File: src/rtl/seven_spin_seq.sv
// -----------------------------------------------------------------------------
// seven_spin_seq
//
// Purpose:
//   Drives a multiplexed seven-segment display with a nine-frame "spin"
//   animation. A prescaler generates a scan tick that walks one active-low
//   anode across the digits. After FRAME_SCANS full sweeps the animation frame
//   steps up (dir=0, 8 -> 0 wrap) or down (dir=1, 0 -> 8 wrap). The pattern
//   output is a 4-bit index into an external segment decoder; 4'hF is blank.
//
// Parameters:
//   DIGITS      number of multiplexed digits (2..8)
//   TICK_DIV    clk cycles per digit scan step (>= 2)
//   FRAME_SCANS full digit sweeps per animation frame (>= 1)
//
// Ports:
//   clk          in   single clock, rising edge
//   rst_n        in   asynchronous active-low reset
//   enable       in   run animation and scan when high
//   pause        in   freeze frame advance; scanning continues
//   dir          in   0 = frame counts up, 1 = frame counts down
//   an           out  [DIGITS-1:0] active-low anode select (registered)
//   pattern      out  [3:0] pattern index, 4'hF = blank (registered)
//   frame        out  [3:0] current animation frame 0..8 (registered)
//   frame_strobe out  one-cycle pulse coincident with each frame change
//
// Build option:
//   SEVEN_SPIN_OFFSET_EN  defined   -> pattern = (frame + digit) mod 9
//                         undefined -> pattern = frame on every digit
// -----------------------------------------------------------------------------
module seven_spin_seq #(
   parameter int unsigned DIGITS      = 8,
   parameter int unsigned TICK_DIV    = 100000,
   parameter int unsigned FRAME_SCANS = 16
) (
   input  logic              clk,
   input  logic              rst_n,
   input  logic              enable,
   input  logic              pause,
   input  logic              dir,
   output logic [DIGITS-1:0] an,
   output logic [3:0]        pattern,
   output logic [3:0]        frame,
   output logic              frame_strobe
);

   localparam int unsigned PW = (TICK_DIV > 1) ? $clog2(TICK_DIV) : 1;
   localparam int unsigned DW = (DIGITS > 1) ? $clog2(DIGITS) : 1;
   localparam int unsigned SW = (FRAME_SCANS > 1) ? $clog2(FRAME_SCANS) : 1;

   localparam logic [PW-1:0] PRESC_LAST = PW'(TICK_DIV - 1);
   localparam logic [DW-1:0] DIGIT_LAST = DW'(DIGITS - 1);
   localparam logic [SW-1:0] SWEEP_LAST = SW'(FRAME_SCANS - 1);

   localparam logic [3:0] FRAME_LAST = 4'd8;
   localparam logic [3:0] BLANK      = 4'hF;

   typedef enum logic [1:0] {
      StIdle = 2'd0,
      StRun  = 2'd1,
      StHold = 2'd2
   } state_e;

   state_e state_q, state_d;

   logic [PW-1:0]     presc_q, presc_d;
   logic [DW-1:0]     digit_q, digit_d;
   logic [SW-1:0]     sweep_q, sweep_d;
   logic [3:0]        frame_q, frame_d;
   logic              strobe_q, strobe_d;
   logic [DIGITS-1:0] an_q, an_d;
   logic [3:0]        pattern_q, pattern_d;

   logic tick;
   logic digit_wrap;
   logic sweep_wrap;
   logic advance;
   logic [3:0] pattern_idx;

   // ---------------------------------------------------------------------------
   // Control FSM: next state
   // ---------------------------------------------------------------------------
   always_comb begin
      state_d = state_q;
      unique case (state_q)
         StIdle: begin
            if (enable) state_d = StRun;
         end
         StRun: begin
            if (!enable)    state_d = StIdle;
            else if (pause) state_d = StHold;
         end
         StHold: begin
            if (!enable)     state_d = StIdle;
            else if (!pause) state_d = StRun;
         end
         default: state_d = StIdle;
      endcase
   end

   // ---------------------------------------------------------------------------
   // Scan timing. Counters only run once the FSM is already out of idle, so
   // the first tick lands TICK_DIV cycles after entering RUN. They are cleared
   // on the same edge that returns to idle.
   // ---------------------------------------------------------------------------
   assign tick       = (state_q != StIdle) && (presc_q == PRESC_LAST);
   assign digit_wrap = tick && (digit_q == DIGIT_LAST);
   assign sweep_wrap = digit_wrap && (sweep_q == SWEEP_LAST);

   // Pause wins over a coincident sweep wrap; HOLD never advances.
   assign advance = (state_q == StRun) && sweep_wrap && !pause && enable;

   always_comb begin
      presc_d = presc_q;
      digit_d = digit_q;
      sweep_d = sweep_q;
      if (state_d == StIdle) begin
         presc_d = '0;
         digit_d = '0;
         sweep_d = '0;
      end else if (state_q != StIdle) begin
         if (tick) begin
            presc_d = '0;
            if (digit_wrap) begin
               digit_d = '0;
               if (sweep_wrap) sweep_d = '0;
               else            sweep_d = sweep_q + 1'b1;
            end else begin
               digit_d = digit_q + 1'b1;
            end
         end else begin
            presc_d = presc_q + 1'b1;
         end
      end
   end

   // ---------------------------------------------------------------------------
   // Frame counter, mod 9 in either direction. dir is only looked at here.
   // ---------------------------------------------------------------------------
   always_comb begin
      frame_d  = frame_q;
      strobe_d = 1'b0;
      if (advance) begin
         strobe_d = 1'b1;
         if (dir) begin
            frame_d = (frame_q == 4'd0) ? FRAME_LAST : frame_q - 4'd1;
         end else begin
            frame_d = (frame_q >= FRAME_LAST) ? 4'd0 : frame_q + 4'd1;
         end
      end
   end

   // ---------------------------------------------------------------------------
   // Pattern index. Built from next-state values so the registered outputs
   // line up with the digit and frame registers on the same edge.
   // ---------------------------------------------------------------------------
`ifdef SEVEN_SPIN_OFFSET_EN
   logic [3:0] offset_sum;
   // frame <= 8 and digit <= 7, so the sum fits in 4 bits; one subtract wraps.
   assign offset_sum  = frame_d + 4'(digit_d);
   assign pattern_idx = (offset_sum >= 4'd9) ? (offset_sum - 4'd9) : offset_sum;
`else
   assign pattern_idx = frame_d;
`endif

   always_comb begin
      an_d      = '1;
      pattern_d = BLANK;
      if (state_d != StIdle) begin
         an_d[digit_d] = 1'b0;
         pattern_d     = pattern_idx;
      end
   end

   // ---------------------------------------------------------------------------
   // State registers
   // ---------------------------------------------------------------------------
   always_ff @(posedge clk or negedge rst_n) begin
      if (!rst_n) begin
         state_q   <= StIdle;
         presc_q   <= '0;
         digit_q   <= '0;
         sweep_q   <= '0;
         frame_q   <= 4'd0;
         strobe_q  <= 1'b0;
         an_q      <= '1;
         pattern_q <= BLANK;
      end else begin
         state_q   <= state_d;
         presc_q   <= presc_d;
         digit_q   <= digit_d;
         sweep_q   <= sweep_d;
         frame_q   <= frame_d;
         strobe_q  <= strobe_d;
         an_q      <= an_d;
         pattern_q <= pattern_d;
      end
   end

   assign an           = an_q;
   assign pattern      = pattern_q;
   assign frame        = frame_q;
   assign frame_strobe = strobe_q;

endmodule

File: config.mk
export PLATFORM = sky130hd
export DESIGN_NAME = seven_spin_seq
export DESIGN_NICKNAME = d
export VERILOG_FILES = /design/src/rtl/seven_spin_seq.sv
export SDC_FILE = /design/constraint.sdc
export NUM_CORES = 1
export LEC_CHECK = 0
export BUFFER_PORTS_ARGS = -buffer_cell sky130_fd_sc_hd__buf_4
export CAP_MARGIN = 20
export CORE_ASPECT_RATIO = 1.5
export CORE_MARGIN = 4
export CORE_UTILIZATION = 45
export CTS_CLUSTER_DIAMETER = 150
export DETAILED_ROUTE_END_ITERATION = 8
export MAX_ROUTING_LAYER = met4
export PLACE_DENSITY = 0.64
export SLEW_MARGIN = 15
export SYNTH_ARGS = -nofsm -noshare
export SYNTH_HDL_FRONTEND = slang
export SYNTH_SLANG_ARGS = --single-unit
File: constraint.sdc
create_clock -name clk -period 2.5 [get_ports clk]
set_input_delay 0.5 -clock clk [delete_from_list [all_inputs] [get_ports clk]]
set_output_delay 0.5 -clock clk [all_outputs]
set_load 0.01 [all_outputs]
* Yosys cells after proc, flatten, opt, wreduce, memory -nomap -nowiden
Index checks and enable logic that the tools add are counted.
** Operators by class
- $add $sub $neg :: 5
- Order comparisons :: 3
- Equality and inequality tests :: 5
- Mux-type cells :: 27
- Bitwise gates (word level) :: 1
- Reduce and logical (&&, ||, !) cells :: 17
** Operators with widths (count)
- $mux 17 :: 3
- $mux 4 :: 10
- $add 17x1->17 const B :: 1
- $eq 17x17->1 const B :: 1
- $mux 3 :: 4
- $mux 2 :: 5
- $reduce_bool 2->1 :: 5
- $add 4x1->4 const B :: 2
- $mux 8 :: 1
- $not 8->8 :: 1
- $logic_and 1x1->1 :: 7
- $pmux 2 s3 :: 1
- $eq 4x4->1 const B :: 1
- $ge 4x4->1 const B :: 1
- $logic_not 2->1 :: 2
- $logic_not 4->1 :: 1
- $lt 3x4->1 const B :: 1
- $sub 4x1->4 const B :: 1
- $add 3x1->3 const B :: 1
- $demux 1 s3 :: 1
- $eq 3x3->1 const B :: 1
- $ge 3x1->1 const B :: 1
- $reduce_and 3->1 :: 1
- $eq 2x1->1 const B :: 1
- 3 further kinds :: 4
** Word-level totals
- Bits in registers :: 43
- Output and inout port bits :: 17

* Longest topological paths before layout
Gate-level depths: netlist of run 1.
- Depth after elaboration :: 13
- Depth in mapped cells :: 7
- Gate-level depth less buffers :: 6

* Worst setup path before layout of run 1
No wires, ideal clock.
- Kind :: reg2reg
- From :: register digit_q[1]
- To :: register pattern_q[1], in the netlist pattern[1]
- Library setup time :: 0.082 ns
- Arrival :: 1.845 ns
- Slack :: 0.573 ns
- Stages on the path, launching flop included :: 8
- Path buffers :: 1
- Clock period less this slack :: 1.927 ns
- Cells stage by stage :: dfrtp_1 ha_1 ha_1 and4_1 nand4bb_4 or2_0 clkbuf_1 a211o_1
** Between the ends
- Longest elaborated chain between the ends :: 8
** Ends and longest elaborated chain
- start, declared :: line 67 : logic [DW-1:0] digit_q, digit_d;
- start signal, assigned :: line 191 : digit_q <= digit_d;
- $eq 3x3->1 :: line 107 : assign digit_wrap = tick && (digit_q == DIGIT_LAST);
- $logic_and 1x1->1 :: line 107
- $logic_and 1x1->1 :: line 108 : assign sweep_wrap = digit_wrap && (sweep_q == SWEEP_LAST);
- $logic_and 1x1->1 (3 in a row) :: line 111 : assign advance = (state_q == StRun) && sweep_wrap && !pause && enable;
- $mux 4 :: line 143 : if (advance) begin
- $mux 4 :: line 169 : if (state_d != StIdle) begin
- via pattern_d[1] :: line 72 : logic [3:0] pattern_q, pattern_d;
- end signal, assigned :: line 196 : pattern_q <= pattern_d;
- end, declared :: line 72
The timed path passes the listed nets, and every way through them passes these cells.
A chain may end at the register's enable or synchronous reset.

* Final worst setup path of run 1
Same ends and word-level chain as after synthesis.

==> flow_metrics.env, run 1 <==
export IMPL_max_cap_viol_count=0
export IMPL_grt_pass1_wl_um=8907
export IMPL_crit_chain="ha_1, ha_1, and4_1, nand4bb_4, or2_0, a211o_1"
export IMPL_fin_ws_ns=0.4246
export IMPL_setup_viol=0
export IMPL_insertion_delay_ns=0.29
export IMPL_synth_area_um2=2430
export IMPL_multi_input_area_um2=1234
export IMPL_nets=280
export IMPL_hold_buffers=0
export IMPL_synth_simple_area_share=0.2595
export IMPL_n_antenna_cell=0
export IMPL_vias=1954
export IMPL_place_congestion=0.8452
export IMPL_wire_per_inst_um=15.83
export IMPL_crit_path_end_kind="register"
export IMPL_synth_edf_count=0
export IMPL_grt_pass1_vias=1844
export IMPL_arrival_ns=2.30
export IMPL_grt_ovfl_total=0
export IMPL_seqPwrFrac=0.582
export IMPL_detail_route_first_pass_iterations=4
export IMPL_clkTransAtPathRegs_ns=0.08
export IMPL_p_total_mw=1.236
export IMPL_hp_class="input pin to async pin"
export IMPL_num_rows=32
export IMPL_numCtsBuffers=5
export IMPL_use_met1=0.2141
export IMPL_cts_max_level=2
export IMPL_synth_compound_area_frac=0.1797
export IMPL_synth_area_per_cell_um2=9.604
export IMPL_fmax_ghz=0.4818
export IMPL_crit_slowest_cell="dfrtp_1"
export IMPL_syn_to_final_growth_pct=11.59
export IMPL_syn_nets=264
export IMPL_power_switching_uw=293.1
export IMPL_start_util=0.4668
export IMPL_peakVddDrop_v=0.0002625
export IMPL_power_density_nw_per_um2=455.8
export IMPL_ys_seq_area_frac=0.4490
export IMPL_ios=22
export IMPL_synthFlopType="dfrtp_1"
export IMPL_synth_cell_types=51
export IMPL_cpPeakStageDelay_ns=0.44
export IMPL_cp_start_kind="register"
export IMPL_critical_path_top_delay_family="simple AND/OR/NAND/NOR gates"
export IMPL_p_sw_frac=0.2372
export IMPL_cp_common_cell="ha_1"
export IMPL_clock_sinks=43
export IMPL_core_um2=5205
export IMPL_required_ns=2.72
export IMPL_hold_viol_final=0
export IMPL_synth_cells=253
export IMPL_setup_tns_ns=0
export IMPL_synth_top_area_share=0.3193
export IMPL_fillers=499
export IMPL_dp_hpwl_um=3869
export IMPL_finClkSkew_ns=0.01187
export IMPL_synthAdderAreaFrac=0.03090
export IMPL_routed_wl_um=5352
export IMPL_worst_pin_slew_ns=0.6199
export IMPL_relSlewSlack=0.5843
export IMPL_cts_root_buf="clkbuf_8"
export IMPL_holdWs_ns=0.1788
export IMPL_synth_top_family_by_area="simple AND/OR/NAND/NOR gates"
export IMPL_path_class="register to register"
export IMPL_synth_seq_cells=43
export IMPL_leakage_nw=1.122
export IMPL_synth_warnings=0
export IMPL_die_x_um=68.00
export IMPL_p_int_uw=942.7
export IMPL_rsz0062_at_grt="false"
export IMPL_synthTopCellsByArea="dfrtp_1 (32%), dfstp_2 (13%), o21ai_0 (3.3%), a21oi_1 (3.1%), ha_1 (3.1%)"
export IMPL_cts_setup_buffers=0
export IMPL_track_usage=0.1802
export IMPL_async_reset_ff_frac=1.000
export IMPL_avgViaCountPerCell=5.781
export IMPL_drt_iter0_markers=133
export IMPL_grt_busiest_layer="met2"
export IMPL_port_buffer_count=21
export IMPL_cts_resized=0
export IMPL_die_area_um2=6663
export IMPL_met2_usage=0.2868
export IMPL_clock_path_buffers=2
export IMPL_maxSlewViolCount=0
export IMPL_use_met3=0.03107
export IMPL_place_ws_ns=0.4253
export IMPL_grt_max_degree=44
export IMPL_power_frac_clock=0.339
export IMPL_ant_nets=0
export IMPL_yosysTopAreaCell="dfrtp_1"
export IMPL_drc=0
export IMPL_area_sequential_um2=1091
export IMPL_die_h_um=98.00
export IMPL_drive_gt1_frac=0.1815
export IMPL_cp_buffers_inverters=0
export IMPL_crit_path_max_fanout=7
export IMPL_antenna_found_initial=0
export IMPL_pwr_share_comb=0.078
export IMPL_tritoncts="built"
export IMPL_synth_mux_area_frac=0.01236
export IMPL_finish_utilization=0.5209
export IMPL_synth_xor_area_frac=0.02523
export IMPL_fin_crit_sh=0.8301
export IMPL_status="finished clean"
export IMPL_fin_crit_ns=2.075
==> final cells by class <==
cell class                 count  share of cell area
multi-input combinational    185              0.4550
clock buffer                   8             0.02953
timing repair buffer          25             0.06922
tap                           68             0.03138
inverter                       9             0.01246
sequential                    43              0.4024
==> synth_stat cells, types with 2 or more instances <==
cell / count
or4_1: 3
dfstp_2: 12
and2_1: 3
nand2b_1: 3
a211oi_1: 4
o31ai_1: 3
or3_1: 8
o21ai_0: 16
buf_2: 9
nor3_1: 4
a31oi_1: 4
a2111oi_0: 4
mux2i_1: 3
inv_1: 9
dfrtp_1: 31
xor2_1: 7
a21oi_1: 15
nand4_1: 8
nor2b_1: 2
and4_1: 4
nand2_1: 17
ha_1: 6
a211o_1: 2
and3_1: 4
nor3b_1: 3
o2bb2a_1: 3
nand3_1: 12
o211ai_1: 4
nor4_1: 3
nor2_1: 17
o21a_1: 3
clkbuf_1: 7
nand3b_1: 2
==> registers in the layout, indices dropped and copies added (netlist names) <==
signal and cells:
state_q 2, pattern 4, an 8, sweep_q 4, presc_q 17, digit_q 3
frame 4, frame_strobe 1
==> worst paths after layout <==
path                         endpoint  slack [ns]       start  cells past startpoint
setup / recovery           pattern[1]        0.42  digit_q[1]                      6
setup reg to reg           pattern[1]        0.42  digit_q[1]                      6
max in group asynchronous  pattern[2]        1.92       rst_n                      1
min in group clk           state_q[1]        0.45       pause                      3
hold / removal             presc_q[2]        0.18       rst_n                      1
hold reg to reg            sweep_q[3]        0.50  sweep_q[3]                      1
==> layout by cell type (no fill, tap or decap), drive strengths merged, types with 6 or more instances in the layout <==
cell type | Yosys | routed
a21oi | 15 | 15
buf | 9 | 25
clkbuf | 7 | 8
dfrtp | 31 | 31
dfstp | 12 | 12
ha | 6 | 6
inv | 9 | 9
nand2 | 17 | 17
nand3 | 13 | 13
nand4 | 9 | 9
nor2 | 17 | 17
o21ai | 17 | 17
or3 | 8 | 8
xor2 | 7 | 7
==> power by group through the flow <==
stage	sequential [mW]	clock, mW	combinational [mW]
2_1_floorplan	0.729	0	0.0574
3_3_place_gp	0.732	0	0.0969
3_5_place_dp	0.732	0	0.0987
4_1_cts	0.720	0.437	0.0993
5_1_grt	0.721	0.470	0.109
6_report	0.719	0.420	0.0970
==> layer usage <==
layer | vias up | share of wire
met4 | 0 | 0.024
met3 | 10 | 0.021
met1 | 945 | 0.42
met5 | - | 0
met2 | 29 | 0.53
li1 | 970 | -
==> cells by family (layout without fill, tap and decap cells) <==
kind of cell / after synthesis / count (layout)
multiplexers: 3 / 3
AO/OA/AOI/OAI: 65 / 65
buffers and inverters: 25 / 42
adder cells (fa/ha/maj): 6 / 6
flip-flops: 43 / 43
AND/OR/NAND/NOR: 104 / 104
XOR/XNOR: 7 / 7
==> through the flow <==
step,cell area [µm²],cells
finish,2711,338
detailed placement,2631,330
global route,2711,338
global placement,2631,330
floorplan,2430,253
CTS,2711,338
==> worst reg2reg max path: cells and delay by family (launching register included) <==
family	cells	cell delay, ns
and+or+nand+nor	3	0.80
AOI/OAI and AO/OA	1	0.33
adders and majority gates	2	0.44
DFF	1	0.44
(Power assumes the default switching activity.)
==> run 2, diff against run 1 <==
- ABC_AREA: unset -> 1
- clock period: 2.5 -> 2 ns (I/O delays scaled with it)
==> run 2 against run 1 <==
Worst setup slack got worse by 0.20 ns; register-to-register slack got worse by 0.20 ns; synthesized cell count rose by 15%; largest cell class is now sequential cells; total power rose by 33%.
==> flow_metrics.env, run 2 <==
export IMPL_drive_gt1_frac=0.2288
export IMPL_arrival_ns=1.97
export IMPL_grt_pass1_wl_um=8714
export IMPL_setup_viol=0
export IMPL_synth_warnings=0
export IMPL_maxSlewViolCount=0
export IMPL_drt_iter0_markers=81
export IMPL_async_reset_ff_frac=1.000
export IMPL_place_congestion=0.8340
export IMPL_fin_crit_ns=1.773
export IMPL_cts_setup_buffers=0
export IMPL_hold_viol_final=0
export IMPL_cts_root_buf="clkbuf_8"
export IMPL_synth_area_um2=2385
export IMPL_final_common_cell="nand2_1"
export IMPL_antenna_found_initial=0
export IMPL_syn_nets=303
export IMPL_required_ns=2.20
export IMPL_tritoncts="built"
export IMPL_vias=1931
export IMPL_core_um2=5125
export IMPL_fillers=507
export IMPL_crit_path_end_kind="register"
export IMPL_clock_sinks=43
export IMPL_path_class="register to register"
export IMPL_num_rows=32
export IMPL_synth_mux_area_frac=0
export IMPL_ys_seq_area_frac=0.4575
export IMPL_regMostFlops="presc_q"
export IMPL_yosysTopAreaCell="dfrtp_1"
export IMPL_yosys_cell_count_top_type="nand2_1"
export IMPL_synth_cell_types=37
export IMPL_die_area_um2=6552
export IMPL_leakage_nw=1.237
export IMPL_synth_top_area_share=0.3253
export IMPL_multi_input_area_um2=1084
export IMPL_cts_resized=0
export IMPL_avgViaCountPerCell=4.990
export IMPL_hp_class="input pin to async pin"
export IMPL_fmax_ghz=0.5640
export IMPL_largest_register_ffs=17
export IMPL_finish_utilization=0.5286
export IMPL_reg2regPathDepth=8
export IMPL_synth_simple_area_share=0.3200
export IMPL_max_cap_viol_count=0
export IMPL_detail_route_first_pass_iterations=4
export IMPL_worst_pin_slew_ns=0.5231
export IMPL_die_x_um=67.44
export IMPL_synthFlopType="dfrtp_1"
export IMPL_synth_top_family_by_area="simple AND/OR/NAND/NOR gates"
export IMPL_peakVddDrop_v=0.0003361
export IMPL_cp_buffers_inverters=1
export IMPL_numCtsBuffers=5
export IMPL_routed_wl_um=4862
export IMPL_nets=329
export IMPL_stdcell_count=387
export IMPL_dp_cells=379
export IMPL_track_usage=0.1761
export IMPL_finClkSkew_ns=0.004850
export IMPL_grt_pass1_vias=1978
export IMPL_start_util=0.4653
export IMPL_synth_xor_area_frac=0.02204
export IMPL_ios=22
export IMPL_hold_buffers=0
export IMPL_synth_seq_cells=43
export IMPL_dp_hpwl_um=3793
export IMPL_r2r_setup_slack_ns=0.23
export IMPL_die_h_um=97.16
export IMPL_grt_ovfl_total=0
export IMPL_fin_crit_sh=0.8865
export IMPL_rsz0062_at_grt="false"
export IMPL_critPathCapture="presc_q[2]"
export IMPL_critical_path_top_delay_family="simple AND/OR/NAND/NOR gates"
export IMPL_clkTransAtPathRegs_ns=0.09
export IMPL_timing_rr_end="presc_q[2]"
export IMPL_n_antenna_cell=0
export IMPL_clock_path_buffers=2
export IMPL_setup_tns_ns=0
export IMPL_insertion_delay_ns=0.30
export IMPL_crit_start="presc_q[1]"
export IMPL_syn_to_final_growth_pct=13.59
export IMPL_area_sequential_um2=1091
export IMPL_netlist_top_cells_count="nand2_1 (57), inv_1 (41), nor2_1 (34)"
export IMPL_cp_num_cells=8
export IMPL_synth_edf_count=0
export IMPL_synth_area_per_cell_um2=8.167
export IMPL_cpPeakStageDelay_ns=0.40
export IMPL_drc=0
export IMPL_wire_per_inst_um=12.56
export IMPL_port_buffer_count=21
export IMPL_cts_max_level=2
export IMPL_crit_chain="ha_1, nand2_1, nor2_1, nand3_1, nor2_4, nor2_2, inv_1, a211oi_1"
export IMPL_synth_cells=292
export IMPL_synthAdderAreaFrac=0.03148
export IMPL_relSlewSlack=0.6513
export IMPL_layout_common_cells="nand2_1 (57), inv_1 (41), nor2_1 (34), dfrtp_1 (31), nand3_1 (24)"
export IMPL_synth_compound_area_frac=0.08080
export IMPL_r2r_start="presc_q[1]"
export IMPL_crit_slowest_cell="dfrtp_1"
export IMPL_ant_nets=0
export IMPL_synthTopCellsByArea="dfrtp_1 (33%), dfstp_2 (13%), nand2_1 (9.0%), inv_1 (6.5%), nor2_1 (5.4%)"
export IMPL_grt_max_degree=44
export IMPL_cp_start_kind="register"
export IMPL_power_density_nw_per_um2=606.4
export IMPL_status="finished clean"
export IMPL_crit_path_max_fanout=12
## run 2: cell families (layout without fill, tap and decap cells)
group	after synthesis	count (layout)
AOI/OAI and AO/OA	33	33
xor gates and xnor gates	6	6
adders and majority gates	6	6
buffers and inverters	53	80
DFF	43	43
and+or+nand+nor	151	151
## run 2: cell type report
| class | count | share of cell area |
|---|---|---|
| sequential | 43 | 0.4028 |
| clock buffer | 5 | 0.02540 |
| inverter | 50 | 0.07113 |
| tap | 68 | 0.03141 |
| timing repair buffer | 22 | 0.06097 |
| multi-input combinational | 196 | 0.4000 |
| clock inverter | 3 | 0.008314 |
## run 2: metal layers
metal  share of wire  up-vias  GRT usage
met4           0.039        0    0.08750
li1                -      989          -
met3           0.039       16    0.03356
met2            0.54       41     0.3076
met5               0        -          -
met1            0.38      885     0.1809
## run 2: worst min path at each step
stage / depth (start not counted) / end
after floorplan: 0 / digit_q[0]
after global placement: 1 / digit_q[0]
after detailed placement: 1 / digit_q[0]
after CTS: 1 / digit_q[0]
after global routing: 1 / digit_q[0]
final: 1 / frame[0]
## run 2: power breakdown
part           switching, mW  total, mW  leakage [nW]  internal (mW)
clock                  0.315      0.565        0.0451          0.251
combinational          0.101      0.152         0.653         0.0512
sequential            0.0237      0.925         0.539          0.902
total                  0.439       1.64          1.24           1.20
## run 2: through the flow
step	power (mW)	setup WS, ns	hold WS [ns]	area (µm²)
finish	1.643	0.2269	0.07461	2709
global placement	1.089	0.3429	0.4164	2618
floorplan	1.038	0.5912	0.1044	2385
detailed placement	1.096	0.2313	0.4208	2618
CTS	1.669	0.2266	0.08880	2709
global route	1.731	0.02103	0.1152	2709
